===== src/rtl/brkpt_pkg.sv =====
// Shared debug constants for the breakpoint trigger: FSM state codes,
// configuration register select codes and CTRL bit positions.
package brkpt_pkg;

   localparam logic [1:0] ST_IDLE     = 2'd0;
   localparam logic [1:0] ST_ARMED    = 2'd1;
   localparam logic [1:0] ST_HALT_REQ = 2'd2;
   localparam logic [1:0] ST_HALTED   = 2'd3;

   localparam logic [1:0] SEL_BRK_ADDR = 2'd0;
   localparam logic [1:0] SEL_PASS     = 2'd1;
   localparam logic [1:0] SEL_CTRL     = 2'd2;
   localparam logic [1:0] SEL_RSVD     = 2'd3;

   localparam int CTRL_ARM        = 0;
   localparam int CTRL_AUTO_REARM = 1;
   localparam int CTRL_CLR_HIT    = 2;

endpackage


===== src/rtl/brkpt_trigger.sv =====
// 8051 hardware breakpoint controller: drives the external address comparator,
// counts down skipped passes and runs the halt request/acknowledge handshake.
module brkpt_trigger
   import brkpt_pkg::*;
#(
   parameter int PASS_W = 8,
   parameter int HIT_W  = 8
) (
   input  logic              CLK,
   input  logic              RST_N,
   input  logic              INSTR_STB,
   input  logic              MATCH,
   input  logic              CFG_WE,
   input  logic [1:0]        CFG_SEL,
   input  logic [15:0]       CFG_WDATA,
   input  logic              HALT_ACK,
   input  logic              RESUME,
   output logic [15:0]       BRK_ADDR,
   output logic              CMP_EN,
   output logic              HALT_REQ,
   output logic [HIT_W-1:0]  HIT_CNT,
   output logic [PASS_W-1:0] PASS_LEFT,
   output logic [1:0]        STATE
);

   logic [1:0]        state_q,       state_d;
   logic [15:0]       brk_addr_q,    brk_addr_d;
   logic [PASS_W-1:0] pass_reload_q, pass_reload_d;
   logic [PASS_W-1:0] pass_left_q,   pass_left_d;
   logic [HIT_W-1:0]  hit_cnt_q,     hit_cnt_d;
   logic              auto_rearm_q,  auto_rearm_d;
   logic              halt_req_q;
   logic              ctrl_wr;
   logic              hit_inc;

   assign ctrl_wr = CFG_WE && (CFG_SEL == SEL_CTRL);

   // Configuration registers, FSM next state and counters.
   always_comb begin
      state_d       = state_q;
      brk_addr_d    = brk_addr_q;
      pass_reload_d = pass_reload_q;
      pass_left_d   = pass_left_q;
      hit_cnt_d     = hit_cnt_q;
      auto_rearm_d  = auto_rearm_q;
      hit_inc       = 1'b0;

      if (CFG_WE && (CFG_SEL == SEL_BRK_ADDR)) begin
         brk_addr_d = CFG_WDATA;
      end else begin
         brk_addr_d = brk_addr_q;
      end

      if (CFG_WE && (CFG_SEL == SEL_PASS)) begin
         pass_reload_d = CFG_WDATA[PASS_W-1:0];
      end else begin
         pass_reload_d = pass_reload_q;
      end

      if (ctrl_wr) begin
         auto_rearm_d = CFG_WDATA[CTRL_AUTO_REARM];
      end else begin
         auto_rearm_d = auto_rearm_q;
      end

      // A CTRL write outranks everything else; a disarm wins over resume and ack.
      if (ctrl_wr && !CFG_WDATA[CTRL_ARM]) begin
         state_d = ST_IDLE;
      end else if (ctrl_wr && (state_q == ST_IDLE)) begin
         state_d     = ST_ARMED;
         pass_left_d = pass_reload_q;
      end else begin
         case (state_q)
            ST_IDLE: begin
               state_d = ST_IDLE;
            end
            ST_ARMED: begin
               if (INSTR_STB && MATCH && !ctrl_wr) begin
                  if (pass_left_q == {PASS_W{1'b0}}) begin
                     state_d = ST_HALT_REQ;
                  end else begin
                     pass_left_d = pass_left_q - PASS_W'(1);
                  end
               end else begin
                  state_d = ST_ARMED;
               end
            end
            ST_HALT_REQ: begin
               if (HALT_ACK) begin
                  state_d = ST_HALTED;
                  hit_inc = 1'b1;
               end else begin
                  state_d = ST_HALT_REQ;
               end
            end
            ST_HALTED: begin
               if (RESUME && auto_rearm_q) begin
                  state_d     = ST_ARMED;
                  pass_left_d = pass_reload_q;
               end else if (RESUME) begin
                  state_d = ST_IDLE;
               end else begin
                  state_d = ST_HALTED;
               end
            end
            default: begin
               state_d = ST_IDLE;
            end
         endcase
      end

      if (ctrl_wr && CFG_WDATA[CTRL_CLR_HIT]) begin
         hit_cnt_d = {HIT_W{1'b0}};
      end else if (hit_inc && (hit_cnt_q != {HIT_W{1'b1}})) begin
         hit_cnt_d = hit_cnt_q + HIT_W'(1);
      end else begin
         hit_cnt_d = hit_cnt_q;
      end
   end

   // State and register update; reset clears the halt request immediately.
   always_ff @(posedge CLK or negedge RST_N) begin
      if (!RST_N) begin
         state_q       <= ST_IDLE;
         brk_addr_q    <= 16'h0000;
         pass_reload_q <= {PASS_W{1'b0}};
         pass_left_q   <= {PASS_W{1'b0}};
         hit_cnt_q     <= {HIT_W{1'b0}};
         auto_rearm_q  <= 1'b0;
         halt_req_q    <= 1'b0;
      end else begin
         state_q       <= state_d;
         brk_addr_q    <= brk_addr_d;
         pass_reload_q <= pass_reload_d;
         pass_left_q   <= pass_left_d;
         hit_cnt_q     <= hit_cnt_d;
         auto_rearm_q  <= auto_rearm_d;
         halt_req_q    <= (state_d == ST_HALT_REQ);
      end
   end

   assign CMP_EN    = (state_q == ST_ARMED) && INSTR_STB;
   assign BRK_ADDR  = brk_addr_q;
   assign HALT_REQ  = halt_req_q;
   assign HIT_CNT   = hit_cnt_q;
   assign PASS_LEFT = pass_left_q;
   assign STATE     = state_q;

endmodule

===== config.mk =====
export PLATFORM = sky130hd
export DESIGN_NAME = brkpt_trigger
export DESIGN_NICKNAME = d
export VERILOG_FILES = /design/src/rtl/brkpt_pkg.sv /design/src/rtl/brkpt_trigger.sv
export SDC_FILE = /design/constraint.sdc
export NUM_CORES = 1
export LEC_CHECK = 0
export ABC_AREA = 1
export CAP_MARGIN = 10
export CORE_UTILIZATION = 45
export CTS_BUF_LIST = sky130_fd_sc_hd__clkbuf_4 sky130_fd_sc_hd__clkbuf_8
export CTS_CLUSTER_DIAMETER = 120
export CTS_CLUSTER_SIZE = 25
export DETAILED_ROUTE_END_ITERATION = 6
export HOLD_SLACK_MARGIN = 0.03
export PLACE_DENSITY = 0.77
export SLEW_MARGIN = 20
export SYNTH_ARGS = -nofsm -noshare
export SYNTH_HDL_FRONTEND = slang
export SYNTH_SLANG_ARGS = --single-unit

===== constraint.sdc =====
create_clock -name CLK -period 2.55 [get_ports CLK]
set_clock_uncertainty 0.1 [all_clocks]
set_input_delay 0.51 -clock CLK [delete_from_list [all_inputs] [get_ports CLK]]
set_output_delay 0.51 -clock CLK [all_outputs]
set_load 0.01 [all_outputs]

Yosys cells after proc, flatten, opt, wreduce, memory -nomap -nowiden

Index checks and enable logic that the tools add are counted.

Bits in registers: 44
Input bits: 25
Output and inout port bits: 36
Logic and storage cells: 58

$add $sub $neg: 2
Equality and inequality tests: 10
Mux-type cells: 19
Bitwise operators: 1
Reductions and logical operators: 19

Operator list:

| operator                                             | number |
|---|---|
| 2-to-1 mux 8 bit                                     | 6 |
| one-hot mux 8 bit (2 select lines)                   | 1 |
| 2-to-1 mux 2 bit                                     | 6 |
| logical AND 1 bit                                    | 11 |
| != test 3 bit (second input constant)                | 3 |
| adder 8 x 1 -> 8 bit (second input constant)         | 1 |
| equality test 2 bit (second input constant)          | 4 |
| zero test 8 bit                                      | 1 |
| != test 8 bit (second input constant)                | 1 |
| one-hot mux 2 bit (4 select lines)                   | 1 |
| subtractor 8 x 1 -> 8 bit (second input constant)    | 1 |
| 2-to-1 mux 1 bit                                     | 5 |
| AND reduction 5 bit                                  | 1 |
| equality test 2 x 1 -> 1 bit (second input constant) | 2 |
| zero test 2 bit                                      | 2 |
| nonzero test 3 bit                                   | 1 |
| zero test 1 bit                                      | 2 |
| nonzero test 2 bit                                   | 1 |
| NOT 1 bit                                            | 1 |

Depth between registers and ports, before layout

Word-level depth: 9
Gate-level depth with buffers: 10

Least setup slack after synthesis

OpenSTA, ideal clock, no wires.

Path kind: register to register
From: register hit_cnt_q[0] (netlist: HIT_CNT[0])
To: register hit_cnt_q[4] (netlist: HIT_CNT[4])
Arrival time: 1,309 ps
Path slack: 1,020 ps
Cell stages (with the launch flop): 10
Buffers on the path: 1
Clock period less this slack: 1,530 ps
Cells stage by stage: dfrtp_1 ha_1 nand3_1 nor2_2 nand3_1 nand2_2 nand2_4 buf_8 nand3_1 o21ai_1

Longest elaborated chain between the ends: 3

Ends and longest elaborated chain:

| what                                                   | line                                       | source |
|---|---|---|
| start: declaration                                     | brkpt_trigger.sv:30                        | `logic [HIT_W-1:0] hit_cnt_q, hit_cnt_d;` |
| start signal: assignment                               | brkpt_trigger.sv:128                       | `hit_cnt_q <= {HIT_W{1'b0}};` |
| start signal: assignment                               | brkpt_trigger.sv:136                       | `hit_cnt_q <= hit_cnt_d;` |
| adder 8 x 1 -> 8 bit or != test 8 bit (tied branches)  | brkpt_trigger.sv:115, brkpt_trigger.sv:114 |  |
| 2-to-1 mux 8 bit or logical AND 1 bit (tied branches)  | brkpt_trigger.sv:114                       | `end else if (hit_inc && (hit_cnt_q != {HIT_W{1'b1}})) begin` |
| 2-to-1 mux 8 bit or nonzero test 2 bit (tied branches) | --                                         |  |

Parallel ways exist; a longest one is shown, timed or not. The select of a mux whose other input is x is not followed.
A chain may end at the register's enable or synchronous reset.

Worst setup path in the final report

From: input port INSTR_STB
To: output port CMP_EN

Longest elaborated chain between the ends: 1

Ends and longest elaborated chain:

| what               | line                 | source |
|---|---|---|
| start: declaration | brkpt_trigger.sv:11  | `input logic INSTR_STB,` |
| logical AND 1 bit  | brkpt_trigger.sv:142 | `assign CMP_EN = (state_q == ST_ARMED) && INSTR_STB;` |
| end: declaration   | brkpt_trigger.sv:19  | `output logic CMP_EN,` |

No other way between the ends.

==> results by group <==
Pwr
  – Max rail drop VDD: 0.467 mV
  – Leak Pwr: 1.42 nW
  – P per Cell Area: 921 mW/mm2

Floorplanning
  – Die ar.: 0.00523 mm2
  – Die height: 72.3 um
  – Core box area: 0.00472 mm2
  – FP Rows: 25
  – Die width: 72.3 um
  – Initial core utilization: 47.1%
  – Num ports: 61

Critical path
  – Startpoint types: input pin
  – Slowest stage delay, CP: 0.52 ns
  – Critical path, cell by cell: clkdlybuf4s50_1 > and3_1 > clkdlybuf4s50_1
  – Worst Path Required: 1.94 ns
  – CP arrival: 1.65 ns
  – Top delay family on crit path: buffers and inverters
  – Most used cell, CP: clkdlybuf4s50_1
  – Worst setup path startpoint: INSTR_STB
  – Crit Path Max Fanout: 2
  – CP Capture Type: output port
  – Path depth of the worst reg2reg path: 9
  – Capture point of the worst reg-to-reg path: PASS_LEFT[2]
  – FF-to-FF setup slack: 0.88 ns
  – Kind of critical path: in2out
  – RR Startpoint: PASS_LEFT[0]
  – CP bufs+invs: 2
  – CP max stage cell: clkdlybuf4s50_1

Clock network
  – # H-tree levels: 2
  – Number of CTS-inserted buffers: 5
  – # hold bufs at CTS: 0
  – CTS Root Cell: clkbuf_8
  – Clock buffer depth: 2
  – TritonCTS clock tree: yes
  – Clk slew on worst S/H paths: 0.09 ns
  – Cts repair resizes: 0
  – Clock Sinks: 44
  – Worst-Skew Late Latency: 0.29 ns
  – Setup bufs post-CTS: 0

STA
  – Worst Tran Pin Value: 0.507 ns
  – RSZ-0062 raised after global routing: no
  – Max-slew violations: 0
  – Tmin final: 2.26 ns
  – Setup violators final: 0
  – Final Hold Fails: 0
  – Setup TNS: 0 ns
  – Fmax: 442 MHz
  – Slew Limit Headroom: 66.2%
  – Tcrit/Tclk final: 88.8%

Global route
  – Largest net degree at the start of global routing: 25
  – Total gr overflow: 0
  – Tot GR Track Use: 19.8%
  – Initial antenna violation count: 0
  – First-pass GRT wire length: 8000 um
  – Vias in the first global route: 1811

Finish
  – Share of cells above drive strength 1: 11.5%
  – Post-synthesis to final-layout area growth: 34.5%
  – Final Util: 63.3%
  – Final nets: 357
  – N_diodes: 0

Flow run
  – Max Cap Viol: 0

Yosys
  – Sequential fraction of the synthesis area: 49.5%
  – Syn Area/Cell: 8.36 um2
  – Post-synth design cell area: 0.00222 mm2
  – #FFs+latches synth: 44
  – Yosys cell types: 29
  – Synth Flop Type: dfrtp_1
  – YS warnings: 0
  – Async S/R FF share, synth: 100%
  – Syn Inst Count: 266
  – Post-synth EDFFs: 0
  – Syn nets: 293

Routing
  – Vias: 1900
  – Via/cell ratio: 4.77
  – DRT iter0 DRCs: 122
  – DRC errors left: 0
  – Post-route ant nets: 0
  – WL per Instance: 11.8 um
  – Detailed Route WL: 4690 um
  – TritonRoute pass-1 iters: 4

Placed design
  – I/O Buffers: 60
  – Gpl congestion: 0.813
  – Dpl hpwl: 3570 um

Run status
  – Status: finished, final reports clean

Hold path
  – Worst hold path class: in2async
## worst max-delay path by stage
stage | depth (start not counted) | slack, ns | endpoint
2_1_floorplan | 9 | 1.02 | HIT_CNT[4]
3_3_place_gp | 3 | 0.29 | CMP_EN
3_5_place_dp | 3 | 0.28 | CMP_EN
4_1_cts | 3 | 0.28 | CMP_EN
5_1_grt | 3 | 0.26 | CMP_EN
6_report | 3 | 0.29 | CMP_EN
## cell usage in the layout (no fill, tap or decap), types with 3 or more instances in the layout
cell type | synthesis | layout
nor2_2 | 3 | 3
nand3_1 | 18 | 18
clkbuf_8 | 0 | 5
mux2_2 | 8 | 8
nor2_1 | 18 | 18
nand2_2 | 3 | 3
o21ai_1 | 4 | 4
o21ai_2 | 3 | 3
o21ai_0 | 25 | 25
nand2_1 | 79 | 79
dfrtp_1 | 44 | 44
clkdlybuf4s50_1 | 0 | 59
inv_1 | 29 | 29
xor2_1 | 7 | 7
## state kept, by name, indices dropped and copies added, names as in the netlist
| register | cells |
|---|---|
| PASS_LEFT | 8 |
| pass_reload_q | 8 |
| HIT_CNT | 8 |
| HALT_REQ | 1 |
| auto_rearm_q | 1 |
| STATE | 2 |
| BRK_ADDR | 16 |
## cell families after synthesis
family                     share of synthesized area [%]
DFF                                                 49.5
adders and majority gates                           1.13
muxes                                               4.05
xor gates and xnor gates                            3.15
buffers and inverters                               7.26
and+or+nand+nor                                     26.7
AOI/OAI and AO/OA                                   8.16
## where the power goes
group / total [mW] / switching (mW) / internal (mW)
Combinational: 1.15 / 0.575 / 0.580
Clock: 0.529 / 0.239 / 0.290
Sequential: 1.07 / 0.185 / 0.884
## synthesized netlist by cell type (all sizes together), types with 3 or more instances
library cell / number / area (um2)
mux2: 8 / 90.1
o21ai: 32 / 171
inv: 32 / 123
buf: 3 / 31.3
dfrtp: 44 / 1100
nand3: 20 / 110
xor2: 7 / 61.3
nor2: 23 / 109
nand2: 84 / 338
## layer usage
metal	routed length, um	GRT usage [%]	up-vias	part of all wire, %
met1	2130	25.1	885	45
met4	44	4.58	0	0.94
li1	-	-	964	-
met3	281	5.83	5	6.0
met5	0	0	-	0
met2	2240	33.3	46	48
## per-stage QoR
| stage | total power, mW | hold WS [ns] | area [um2] | setup slack, ns | cells |
|---|---|---|---|---|---|
| 3_5_place_dp | 2.24 | 0.373 | 2880 | 0.280 | 390 |
| 4_1_cts | 2.78 | 0.0832 | 2990 | 0.284 | 398 |
| 5_1_grt | 2.96 | 0.105 | 2990 | 0.258 | 398 |
| 6_report | 2.75 | 0.0685 | 2990 | 0.286 | 398 |
| 3_3_place_gp | 2.21 | 0.366 | 2880 | 0.288 | 390 |
| 2_1_floorplan | 1.72 | 0.114 | 2220 | 1.02 | 266 |
## area by class of cell
cell class | count | area (um2)
Timing Repair Buffer | 62 | 611
Clock buffer | 5 | 68.8
Clock inverter | 3 | 42.5
Sequential cell | 44 | 1100
Inverter | 32 | 123
Fill cell | 410 | 1730
Tap cell | 67 | 83.8
Multi-Input combinational cell | 185 | 961
Power figures use the tool's default switching activity.
